<file path="src/rtl/goc_pwm_tx_if.sv">
// FIFO write port of the GOC PWM transmitter: data/strobe from the bus side,
// occupancy and overflow status back to it.
interface goc_pwm_tx_if #(
    parameter int unsigned DATA_W     = 8,
    parameter int unsigned FIFO_DEPTH = 8
);
    localparam int unsigned LVL_W = $clog2(FIFO_DEPTH) + 1;

    logic [DATA_W-1:0] wr_data;
    logic              wr_en;
    logic              fifo_full;
    logic [LVL_W-1:0]  fifo_level;
    logic              wr_overflow;

    modport master (
        output wr_data,
        output wr_en,
        input  fifo_full,
        input  fifo_level,
        input  wr_overflow
    );

    modport slave (
        input  wr_data,
        input  wr_en,
        output fifo_full,
        output fifo_level,
        output wr_overflow
    );
endinterface

</file>
<file path="src/rtl/goc_pwm_tx.sv">
// GOC optical transmitter: buffers words in a FIFO and sends them as three-slot
// PWM bits (1 / bit / 0) framed by a '1' preamble and a low stop period.
module goc_pwm_tx #(
    parameter int unsigned DATA_W        = 8,
    parameter int unsigned FIFO_DEPTH    = 8,
    parameter int unsigned SPEED_W       = 22,
    parameter int unsigned PREAMBLE_BITS = 4,
    parameter int unsigned STOP_SLOTS    = 3
) (
    input  logic               clk,
    input  logic               reset,
    input  logic [SPEED_W-1:0] goc_speed,
    input  logic               goc_polarity,
    input  logic               msb_first,
    goc_pwm_tx_if.slave        wr_bus,
    input  logic               start_tx,
    input  logic               abort,
    output logic               busy,
    output logic               tx_done,
    output logic [15:0]        byte_count,
    output logic               GOC_PAD
);
    localparam int unsigned AW      = $clog2(FIFO_DEPTH);
    localparam int unsigned LVL_W   = AW + 1;
    localparam int unsigned MAX_A   = (PREAMBLE_BITS > DATA_W) ? PREAMBLE_BITS : DATA_W;
    localparam int unsigned MAX_CNT = (MAX_A > STOP_SLOTS) ? MAX_A : STOP_SLOTS;
    localparam int unsigned CNT_W   = $clog2(MAX_CNT + 1);

    localparam logic [CNT_W-1:0] PRE_LAST  = CNT_W'((PREAMBLE_BITS > 0) ? PREAMBLE_BITS - 1 : 0);
    localparam logic [CNT_W-1:0] DATA_LAST = CNT_W'(DATA_W - 1);
    localparam logic [CNT_W-1:0] STOP_LAST = CNT_W'(STOP_SLOTS - 1);
    localparam logic [LVL_W-1:0] LVL_FULL  = LVL_W'(FIFO_DEPTH);

    typedef enum logic [1:0] {
        ST_IDLE,
        ST_PREAMBLE,
        ST_DATA,
        ST_STOP
    } state_t;

    state_t              state, state_n;
    logic [SPEED_W-1:0]  spd, spd_n;
    logic [SPEED_W-1:0]  slot_cnt, slot_cnt_n;
    logic [1:0]          slot_idx, slot_idx_n;
    logic [CNT_W-1:0]    bit_cnt, bit_cnt_n;
    logic [DATA_W-1:0]   shreg, shreg_n;
    logic                msb_r, msb_n;
    logic                line, line_n;
    logic                tx_done_n;
    logic [15:0]         byte_cnt_n;

    logic [DATA_W-1:0]   mem [FIFO_DEPTH];
    logic [AW-1:0]       wr_ptr, rd_ptr;
    logic [LVL_W-1:0]    count;
    logic                overflow;

    logic                full, word_first, pop, push, flush, slot_end, cur_bit;
    logic [DATA_W-1:0]   head, src_data;
    logic                src_msb;

    assign full       = (count == LVL_FULL);
    assign head       = mem[rd_ptr];
    assign slot_end   = (slot_cnt == spd);
    assign word_first = (state == ST_DATA) && (slot_idx == 2'd0) &&
                        (bit_cnt == '0) && (slot_cnt == '0);
    assign pop        = word_first && (count != '0) && !abort;
    assign push       = wr_bus.wr_en && !abort && (!full || pop);
    assign flush      = abort;

    // The head is popped in the same cycle that a 1-cycle slot A may end, so bypass it.
    assign src_data = word_first ? head : shreg;
    assign src_msb  = word_first ? msb_first : msb_r;
    assign cur_bit  = src_msb ? src_data[DATA_W-1] : src_data[0];

    assign wr_bus.fifo_full   = full;
    assign wr_bus.fifo_level  = count;
    assign wr_bus.wr_overflow = overflow;
    assign GOC_PAD            = line ^ goc_polarity;

    // Next-state, slot sequencing and next line value
    always_comb begin
        state_n    = state;
        spd_n      = spd;
        slot_cnt_n = slot_end ? '0 : slot_cnt + SPEED_W'(1);
        slot_idx_n = slot_idx;
        bit_cnt_n  = bit_cnt;
        shreg_n    = pop ? head : shreg;
        msb_n      = pop ? msb_first : msb_r;
        line_n     = line;
        byte_cnt_n = byte_count;

        case (state)
            ST_IDLE: begin
                slot_cnt_n = '0;
                line_n     = 1'b0;
                if (!abort && start_tx && (count != '0)) begin
                    spd_n      = goc_speed;
                    byte_cnt_n = '0;
                    slot_idx_n = 2'd0;
                    bit_cnt_n  = '0;
                    line_n     = 1'b1;
                    state_n    = (PREAMBLE_BITS > 0) ? ST_PREAMBLE : ST_DATA;
                end
            end
            ST_PREAMBLE: begin
                if (slot_end) begin
                    case (slot_idx)
                        2'd0: begin
                            slot_idx_n = 2'd1;
                            line_n     = 1'b1;
                        end
                        2'd1: begin
                            slot_idx_n = 2'd2;
                            line_n     = 1'b0;
                        end
                        default: begin
                            slot_idx_n = 2'd0;
                            line_n     = 1'b1;
                            if (bit_cnt == PRE_LAST) begin
                                bit_cnt_n = '0;
                                state_n   = ST_DATA;
                            end else begin
                                bit_cnt_n = bit_cnt + CNT_W'(1);
                            end
                        end
                    endcase
                end
            end
            ST_DATA: begin
                if (slot_end) begin
                    case (slot_idx)
                        2'd0: begin
                            slot_idx_n = 2'd1;
                            line_n     = cur_bit;
                        end
                        2'd1: begin
                            slot_idx_n = 2'd2;
                            line_n     = 1'b0;
                        end
                        default: begin
                            slot_idx_n = 2'd0;
                            shreg_n    = msb_r ? {shreg[DATA_W-2:0], 1'b0}
                                               : {1'b0, shreg[DATA_W-1:1]};
                            if (bit_cnt == DATA_LAST) begin
                                bit_cnt_n  = '0;
                                byte_cnt_n = (byte_count != 16'hFFFF) ? byte_count + 16'd1
                                                                      : byte_count;
                                if (count != '0) begin
                                    line_n = 1'b1;
                                end else begin
                                    line_n  = 1'b0;
                                    state_n = ST_STOP;
                                end
                            end else begin
                                bit_cnt_n = bit_cnt + CNT_W'(1);
                                line_n    = 1'b1;
                            end
                        end
                    endcase
                end
            end
            default: begin
                line_n = 1'b0;
                if (slot_end) begin
                    if (bit_cnt == STOP_LAST) begin
                        bit_cnt_n = '0;
                        state_n   = ST_IDLE;
                    end else begin
                        bit_cnt_n = bit_cnt + CNT_W'(1);
                    end
                end
            end
        endcase

        if (abort && (state != ST_IDLE)) begin
            state_n    = ST_IDLE;
            line_n     = 1'b0;
            slot_cnt_n = '0;
            slot_idx_n = 2'd0;
            bit_cnt_n  = '0;
            byte_cnt_n = byte_count;
        end

        // Registered pulse lands on the last STOP cycle
        tx_done_n = (state_n == ST_STOP) && (bit_cnt_n == STOP_LAST) && (slot_cnt_n == spd_n);
    end

    always_ff @(posedge clk) begin
        if (reset) begin
            state      <= ST_IDLE;
            spd        <= '0;
            slot_cnt   <= '0;
            slot_idx   <= 2'd0;
            bit_cnt    <= '0;
            shreg      <= '0;
            msb_r      <= 1'b0;
            line       <= 1'b0;
            tx_done    <= 1'b0;
            busy       <= 1'b0;
            byte_count <= '0;
        end else begin
            state      <= state_n;
            spd        <= spd_n;
            slot_cnt   <= slot_cnt_n;
            slot_idx   <= slot_idx_n;
            bit_cnt    <= bit_cnt_n;
            shreg      <= shreg_n;
            msb_r      <= msb_n;
            line       <= line_n;
            tx_done    <= tx_done_n;
            busy       <= (state_n != ST_IDLE);
            byte_count <= byte_cnt_n;
        end
    end

    // FIFO pointers, occupancy and sticky overflow
    always_ff @(posedge clk) begin
        if (reset) begin
            wr_ptr   <= '0;
            rd_ptr   <= '0;
            count    <= '0;
            overflow <= 1'b0;
        end else begin
            if (wr_bus.wr_en && full && !pop) begin
                overflow <= 1'b1;
            end
            if (flush) begin
                wr_ptr <= '0;
                rd_ptr <= '0;
                count  <= '0;
            end else begin
                if (push) begin
                    wr_ptr <= wr_ptr + AW'(1);
                end
                if (pop) begin
                    rd_ptr <= rd_ptr + AW'(1);
                end
                case ({push, pop})
                    2'b10:   count <= count + LVL_W'(1);
                    2'b01:   count <= count - LVL_W'(1);
                    default: count <= count;
                endcase
            end
        end
    end

    always_ff @(posedge clk) begin
        if (push) begin
            mem[wr_ptr] <= wr_bus.wr_data;
        end
    end
endmodule

</file>
<file path="src/flat_wrapper.sv">
// flat-port wrapper written by rule: the top's interface ports become plain ports
module goc_pwm_tx_flat 
#(
    parameter int unsigned DATA_W        = 8,
    parameter int unsigned FIFO_DEPTH    = 8,
    parameter int unsigned SPEED_W       = 22,
    parameter int unsigned PREAMBLE_BITS = 4,
    parameter int unsigned STOP_SLOTS    = 3
)
  (clk, reset, goc_speed, goc_polarity, msb_first, start_tx, abort, busy, tx_done, byte_count, GOC_PAD, wr_bus_wr_data, wr_bus_wr_en, wr_bus_fifo_full, wr_bus_fifo_level, wr_bus_wr_overflow);
  goc_pwm_tx_if #(.DATA_W(DATA_W), .FIFO_DEPTH(FIFO_DEPTH)) wr_bus_i ();
  input  logic clk;
  input  logic reset;
  input  logic [SPEED_W-1:0] goc_speed;
  input  logic goc_polarity;
  input  logic msb_first;
  input  logic start_tx;
  input  logic abort;
  output logic busy;
  output logic tx_done;
  output logic [15:0] byte_count;
  output logic GOC_PAD;
  input wire logic [$bits(wr_bus_i.wr_data)-1:0] wr_bus_wr_data;
  input wire logic [$bits(wr_bus_i.wr_en)-1:0] wr_bus_wr_en;
  output wire logic [$bits(wr_bus_i.fifo_full)-1:0] wr_bus_fifo_full;
  output wire logic [$bits(wr_bus_i.fifo_level)-1:0] wr_bus_fifo_level;
  output wire logic [$bits(wr_bus_i.wr_overflow)-1:0] wr_bus_wr_overflow;
  assign wr_bus_i.wr_data = wr_bus_wr_data;
  assign wr_bus_i.wr_en = wr_bus_wr_en;
  assign wr_bus_fifo_full = wr_bus_i.fifo_full;
  assign wr_bus_fifo_level = wr_bus_i.fifo_level;
  assign wr_bus_wr_overflow = wr_bus_i.wr_overflow;
  goc_pwm_tx #(.DATA_W(DATA_W), .FIFO_DEPTH(FIFO_DEPTH), .SPEED_W(SPEED_W), .PREAMBLE_BITS(PREAMBLE_BITS), .STOP_SLOTS(STOP_SLOTS)) u_core (.clk(clk), .reset(reset), .goc_speed(goc_speed), .goc_polarity(goc_polarity), .msb_first(msb_first), .wr_bus(wr_bus_i), .start_tx(start_tx), .abort(abort), .busy(busy), .tx_done(tx_done), .byte_count(byte_count), .GOC_PAD(GOC_PAD));
endmodule
</file>
<file path="config.mk">
export PLATFORM = sky130hd
export DESIGN_NAME = goc_pwm_tx_flat
export DESIGN_NICKNAME = d
export VERILOG_FILES = /design/src/rtl/goc_pwm_tx_if.sv /design/src/rtl/goc_pwm_tx.sv /design/src/flat_wrapper.sv
export SDC_FILE = /design/constraint.sdc
export NUM_CORES = 1
export LEC_CHECK = 0
export ABC_AREA = 1
export CORE_ASPECT_RATIO = 1.75
export CORE_MARGIN = 1.5
export CORE_UTILIZATION = 32
export DETAILED_ROUTE_END_ITERATION = 10
export GPL_ROUTABILITY_DRIVEN = 0
export MAX_ROUTING_LAYER = met4
export PLACE_DENSITY = 0.6
export SYNTH_ARGS = -nofsm -noshare
export SYNTH_HDL_FRONTEND = slang
export SYNTH_SLANG_ARGS = --single-unit
</file>
<file path="constraint.sdc">
create_clock -name clk -period 2.95 [get_ports clk]
set_input_delay 0.59 -clock clk [delete_from_list [all_inputs] [get_ports clk]]
set_output_delay 0.59 -clock clk [all_outputs]
set_load 0.01 [all_outputs]
</file>
* Yosys cells after proc, flatten, opt, wreduce, memory -nomap -nowiden
Memory sizes are Yosys's and may differ from the RTL's. A register that Yosys moved wholly into a read port is not among the register bits.
Index checks and enable logic that the tools add are counted.
** Operators by class
- $add $sub $neg :: 7
- Eq/ne operators :: 21
- Multiplexer cells :: 59
- Bitwise logic cells :: 2
- Reduce and logical (&&, ||, !) cells :: 35
** Operators with widths (count)
- two-way mux 22 bit :: 5
- two-way mux 16 bit :: 5
- two-way mux 8 bit :: 6
- == test 22 bit :: 2
- two-way mux 4 bit :: 10
- case mux 16 bit (2 select lines) :: 1
- two-way mux 2 bit :: 13
- adder 22 x 1 -> 22 bit (second input constant) :: 1
- logical NOT 22 bit :: 1
- adder 16 x 1 -> 16 bit (second input constant) :: 1
- != test 16 bit (second input constant) :: 1
- logical AND 1 bit :: 14
- == test 4 x 2 -> 1 bit (second input constant) :: 3
- case mux 4 bit (3 select lines) :: 1
- two-way mux 1 bit :: 10
- nonzero test 2 bit :: 5
- adder 4 x 1 -> 4 bit (second input constant) :: 2
- != test 2 x 1 -> 1 bit (second input constant) :: 4
- case mux 2 bit (2 select lines) :: 2
- case mux 4 bit (2 select lines) :: 1
- OR reduction 2 bit :: 4
- AND reduction 7 bit :: 1
- adder 3 x 1 -> 3 bit (second input constant) :: 2
- == test 2 x 1 -> 1 bit (second input constant) :: 3
- other kinds (18) :: 26
** Storage, ports and cells
- Register bits :: 91
- Memory bits (writable) :: 64
- Output and inout port bits :: 25
- Logic and storage cells :: 140
- Memories :: 1
** Memories
- u_core.mem :: words 8, width 8, read ports 1, clocked after memory_dff 1, wr ports 1, RTL line goc_pwm_tx.sv:52 : logic [DATA_W-1:0] mem [FIFO_DEPTH];

* Longest topological paths before layout
Gate-level depths: netlist of the first run.
- Depth after elaboration :: 10
- Gate-level depth with buffers :: 19
- Gate-level depth less buffers :: 18

* Least setup slack after synthesis of the first run
No wires, ideal clock.
- Kind :: register -> register
- Start point :: register u_core.bit_cnt[0]
- End point :: memory u_core.mem[0][0], enable pin
- Library setup time :: 370 ps
- Arrival time :: 2139 ps
- Path slack :: 441 ps
- Cell stages (with the launch flop) :: 11
- Period minus slack after synthesis :: 2509 ps
- Path through :: dfxtp_1 inv_1 ha_1 nand3_1 nor3_1 nor3b_2 nand2_1 nand2_1 nand2_1 or2_2 nor2_1
** Between the ends
- Cells in the longest elaborated chain, start to end :: 9
** Ends and longest elaborated chain
- from (decl) :: RTL line goc_pwm_tx.sv:45 : logic [CNT_W-1:0] bit_cnt, bit_cnt_n;
- from (signal assigned) :: RTL line goc_pwm_tx.sv:206 : bit_cnt <= bit_cnt_n;
- logical NOT 4 bit :: RTL line goc_pwm_tx.sv:65 : (bit_cnt == '0) && (slot_cnt == '0);
- logical AND 1 bit :: RTL line goc_pwm_tx.sv:64 : assign word_first = (state == ST_DATA) && (slot_idx == 2'd0) &&
- logical AND 1 bit :: RTL line goc_pwm_tx.sv:65
- logical AND 1 bit (2 in a row) :: RTL line goc_pwm_tx.sv:66 : assign pop = word_first && (count != '0) && !abort;
- logical OR 1 bit :: RTL line goc_pwm_tx.sv:67 : assign push = wr_bus.wr_en && !abort && (!full || pop);
- logical AND 1 bit :: RTL line goc_pwm_tx.sv:67
- two-way mux 1 bit :: RTL line goc_pwm_tx.sv:248 : if (push) begin
- two-way mux 1 bit (not written as such) :: RTL line goc_pwm_tx.sv:249 : mem[wr_ptr] <= wr_bus.wr_data;
- to (decl) :: RTL line goc_pwm_tx.sv:52
Every way passes these cells.

* Final worst setup path of the first run
- Start point :: register u_core.bit_cnt[0]
- End point :: register u_core.count[3], in the netlist u_core.wr_bus.fifo_level[3]
** Between the ends
- Cells in the longest elaborated chain, start to end :: 9
- Elaborated cells between the ends (all ways) :: 11
** Ends and longest elaborated chain
- logical NOT 4 bit (*) :: RTL line goc_pwm_tx.sv:65
- logical AND 1 bit (*) :: RTL line goc_pwm_tx.sv:64
- logical AND 1 bit (*) :: RTL line goc_pwm_tx.sv:65
- logical AND 1 bit (*) (2 in a row) :: RTL line goc_pwm_tx.sv:66
- logical OR 1 bit :: RTL line goc_pwm_tx.sv:67
- logical AND 1 bit :: RTL line goc_pwm_tx.sv:67
- == test 2 x 1 -> 1 bit or == test 2 bit (tied branches) :: RTL line goc_pwm_tx.sv:238 : case ({push, pop})
- case mux 4 bit (2 select lines) or nonzero test 2 bit (tied branches)
- to (signal assigned) :: RTL line goc_pwm_tx.sv:239 : 2'b10: count <= count + LVL_W'(1);
- to (signal assigned) :: RTL line goc_pwm_tx.sv:240 : 2'b01: count <= count - LVL_W'(1);
- to (signal assigned) :: RTL line goc_pwm_tx.sv:241 : default: count <= count;
- to (decl) :: RTL line goc_pwm_tx.sv:54 : logic [LVL_W-1:0] count;
Every way passes the cells marked *; elsewhere a longest branch is shown, timed or not.
A chain may end at the register's enable or synchronous reset.

==> results of run 1 <==
layer usage:
metal	part of all wire [%]	GRT usage [%]	vias up	wire, um
li1	-	-	3911	-
met1	35	18.0	3649	8870
met2	56	36.8	187	14100
met3	3.0	2.97	80	761
met4	5.2	11.0	0	1300
met5	0	-	-	0
area by class of cell:
| type | instances | area (um2) |
|---|---|---|
| tap | 320 | 400 |
| clock inverter | 13 | 115 |
| clock buffer | 19 | 433 |
| antenna | 1 | 2.50 |
| inverter | 143 | 538 |
| sequential | 158 | 3800 |
| timing repair buffer | 104 | 928 |
| fill | 2647 | 15700 |
| multi-input combinational | 804 | 3910 |
worst paths after layout:
path,from,end,slack (ns),cells after the start
setup / recovery,u_core.bit_cnt[0],u_core.wr_bus.fifo_level[3],0.21,16
hold / removal,u_core.rd_ptr[2],flop,0.47,2
setup reg to reg,u_core.bit_cnt[0],u_core.wr_bus.fifo_level[3],0.21,16
hold reg to reg,u_core.rd_ptr[2],flop,0.47,2
flip-flops by register name, indices dropped and copies added, names as in the netlist, named ones only:
signal and flops:
u_core.state 2, u_core.line 1, u_core.wr_bus.fifo_level 4, u_core.bit_cnt 4, u_core.shreg 8, u_core.rd_ptr 3
u_core.slot_cnt 22, u_core.spd 22, u_core.wr_bus.wr_overflow 1, u_core.msb_r 1, u_core.mem 64, u_core.slot_idx 2
u_core.tx_done 1, u_core.busy 1, u_core.byte_count 16, u_core.wr_ptr 3
Yosys cell counts (all sizes together):
cell type / count / share of area [%]
o211ai: 3 / 0.27
nand3b: 4 / 0.36
xnor2: 2 / 0.21
inv: 141 / 6.3
nor2: 191 / 8.7
edfxtp: 64 / 23
a311oi: 7 / 0.73
o221ai: 12 / 1.3
mux2i: 12 / 1.4
nand4: 21 / 1.6
nor3b: 2 / 0.24
a211oi: 12 / 1.1
o21a: 4 / 0.36
clkbuf: 26 / 1.2
o21bai: 3 / 0.27
buf: 8 / 0.54
o21ai: 81 / 4.8
nand3: 65 / 4.2
a31oi: 4 / 0.30
dfxtp: 94 / 22
nor4: 4 / 0.30
nand2: 286 / 13
fa: 1 / 0.24
o31ai: 1 / 0.089
and3: 1 / 0.075
or2: 7 / 0.52
xor2: 12 / 1.3
clkinv: 2 / 0.10
ha: 14 / 2.1
o211a: 1 / 0.12
a21o: 1 / 0.089
nor3: 12 / 0.72
a21oi: 41 / 2.4
power by group:
group          internal, mW  total [mW]  leakage [nW]  switching [mW]
registers              2.29        2.31          1.34          0.0151
clock network          1.16        2.09         0.255           0.929
logic                 0.157       0.474          2.54           0.317
total                  3.61        4.88          4.14            1.26
cell families after synthesis:
family                     Yosys count
DFF                                158
muxes                               12
and+or+nand+nor                    593
xor gates and xnor gates            14
adders and majority gates           15
buffers and inverters              177
AOI/OAI and AO/OA                  170
tightest hold or removal path, delay by kind of cell (launching register included):
| family | cells | cell delay [ns] |
|---|---|---|
| flip-flops | 1 | 0.30 |
| buffers and inverters | 1 | 0.05 |
| AO/OA/AOI/OAI | 1 | 0.08 |
repair_timing:
| item | 4_1_cts | 5_1_grt |
|---|---|---|
| resized for setup | 0 | 1 |
| endpoints found under the setup margin | 0 | 25 |
| endpoints found under the hold margin | 0 | 0 |
stage by stage:
step                instances  area (um2)  util [%]  hold slack (ns)
floorplan                1139        8390         -            0.436
global placement         1529        9580      37.0            0.447
detailed placement       1529        9580      37.0            0.470
CTS                      1561       10100      39.2            0.478
global route             1562       10100      39.2            0.523
finish                   1562       10100      39.2            0.474
==> flow_summary.ini, run 1 <==
[worst_setup_path]
critPathMostFrequentCell = nand2_1
timing.critical_path.slowest_cell_delay_ns = 0.36
worstPathMaxFanout = 6
critPathKind = reg2reg
cp.arrival_ns = 3.06
path_cells = inv_1 > ha_1 > nand3_1 > nor3_1 > nor3b_2 > nand2_2 > nor2_1 > ha_1 > nand2_1 > nand2_1 > a31oi_1 > inv_1 > nand4_1 > nand3_1 > nand2_1 > nor2_1
cp_num_buf_inv = 2
timing.critical_path.max_delay_family = simple AND/OR/NAND/NOR gates
crit_path_top_delay_cell = dfxtp_1
cp_capture_type = flop
data_required_time_of_the_worst_path_ns = 3.27
startpoint_type = flop

[die]
chipHeight_um = 217
die_x_um = 125
i_o_pin_total = 62
floorplan.initialDensity_pct = 32.5
placeableCoreArea_um2 = 25900
die_area_um2 = 27300
row_count = 78

[layout]
post_layout_net_count = 1280
layout-drive-gt1-share_pct = 7.98
commonest_non_fill_non_tap_cell_in_the_layout = nand2_1
area_delta_synth_final_pct = 20.7
final_cell_mix = 284 x nand2_1, 187 x nor2_1, 131 x inv_1

[global_routing]
global_route_wire_length_before_repair_um = 40100
track_usage_pct = 19.3
grt_max_degree = 48
antenna_violations_before_repair = 1
number_of_global_route_vias_before_repair = 7838
grt-ovfl-total = 0

[route]
detailedRoute.firstPassIterationCount = 5
postRouteAntennaNets = 0
vias_per_cell = 5.01
num_vias = 7827
post_detailed_routing_wire_length_um = 25000
drt_iter0_markers = 552
route.detailed.drc = 0
wire_per_inst_um = 16.0

[timing]
report.final.setup_viol = 0
report.final.hold_viol_count = 0
rsz_0062_raised_after_global_routing = no
finalSetupTns_ns = 0
worst_clock_skew_ns = 0.0110
max-slew-margin-rel_pct = 59.6
finalCritPeriodShare_pct = 92.8
final.min_clock_period_ns = 2.74
worst-slew-pin-transition_ns = 0.605
slew_viol_final = 0
max_clock_freq_mhz = 365
worst_slack_ns = 0.214

[synth]
mux_cell_area_share_after_synthesis_pct = 1.43
post_synth_xor_area_fraction_pct = 1.46
synth_top_family_by_area = simple AND/OR/NAND/NOR gates
synth-warning-count = 0
post_synth.cell_area_avg_um2 = 7.37
synth.distinct_cells = 44
mappedNetlistNets = 1191
netlist_instances = 1139
adder_cell_share_of_the_synthesized_area_pct = 2.33
synth_sequential_area_ratio_pct = 45.3
synth-compound-area-share_pct = 11.8
ys_ff_latch = 158
area_of_the_mapped_netlist_um2 = 8390
synthSimpleGateAreaFrac_pct = 29.5

[run_status]
status = finished, final reports clean

[clock_network]
postCtsHoldBufs = 0
clock_tree_from_tritoncts = done
cts.root.buffer_cell = clkbuf_16
tritoncts.num_buffers = 17
cts_htree_levels = 4
insertion_delay_ns = 0.43
clk_path_buf_depth = 2
cts.reportedPaths.clkPinSlew_ns = 0.07
tritoncts_sink_count = 158
postCtsSetupBuffers = 0

[place]
port_buffer_cells = 61
detailed_placement_hpwl_um = 19300
place_worst_setup_slack_ns = 0.0160

[job]
maxCapViolCount = 0

[worst_hold_path]
min-delay-path-class = reg2reg

[pwr]
leakage_nw = 4.14
pwr_density_cell_nw_per_um2 = 481
ir_drop_mv = 0.374
power_after_layout_mw = 4.88
No activity file was read; power rests on OpenSTA's default activity.
==> inputs of run 2 (changes only) <==
--- a/config.mk
+++ b/config.mk
@@ -9,6 +9,7 @@
 export CORE_ASPECT_RATIO = 1.75
 export CORE_MARGIN = 1.5
 export CORE_UTILIZATION = 32
+export CTS_CLUSTER_DIAMETER = 80
 export DETAILED_ROUTE_END_ITERATION = 10
 export GPL_ROUTABILITY_DRIVEN = 0
 export MAX_ROUTING_LAYER = met4
==> results of run 2 <==
Final layout, timing and power as in run 1 (identical DEF).
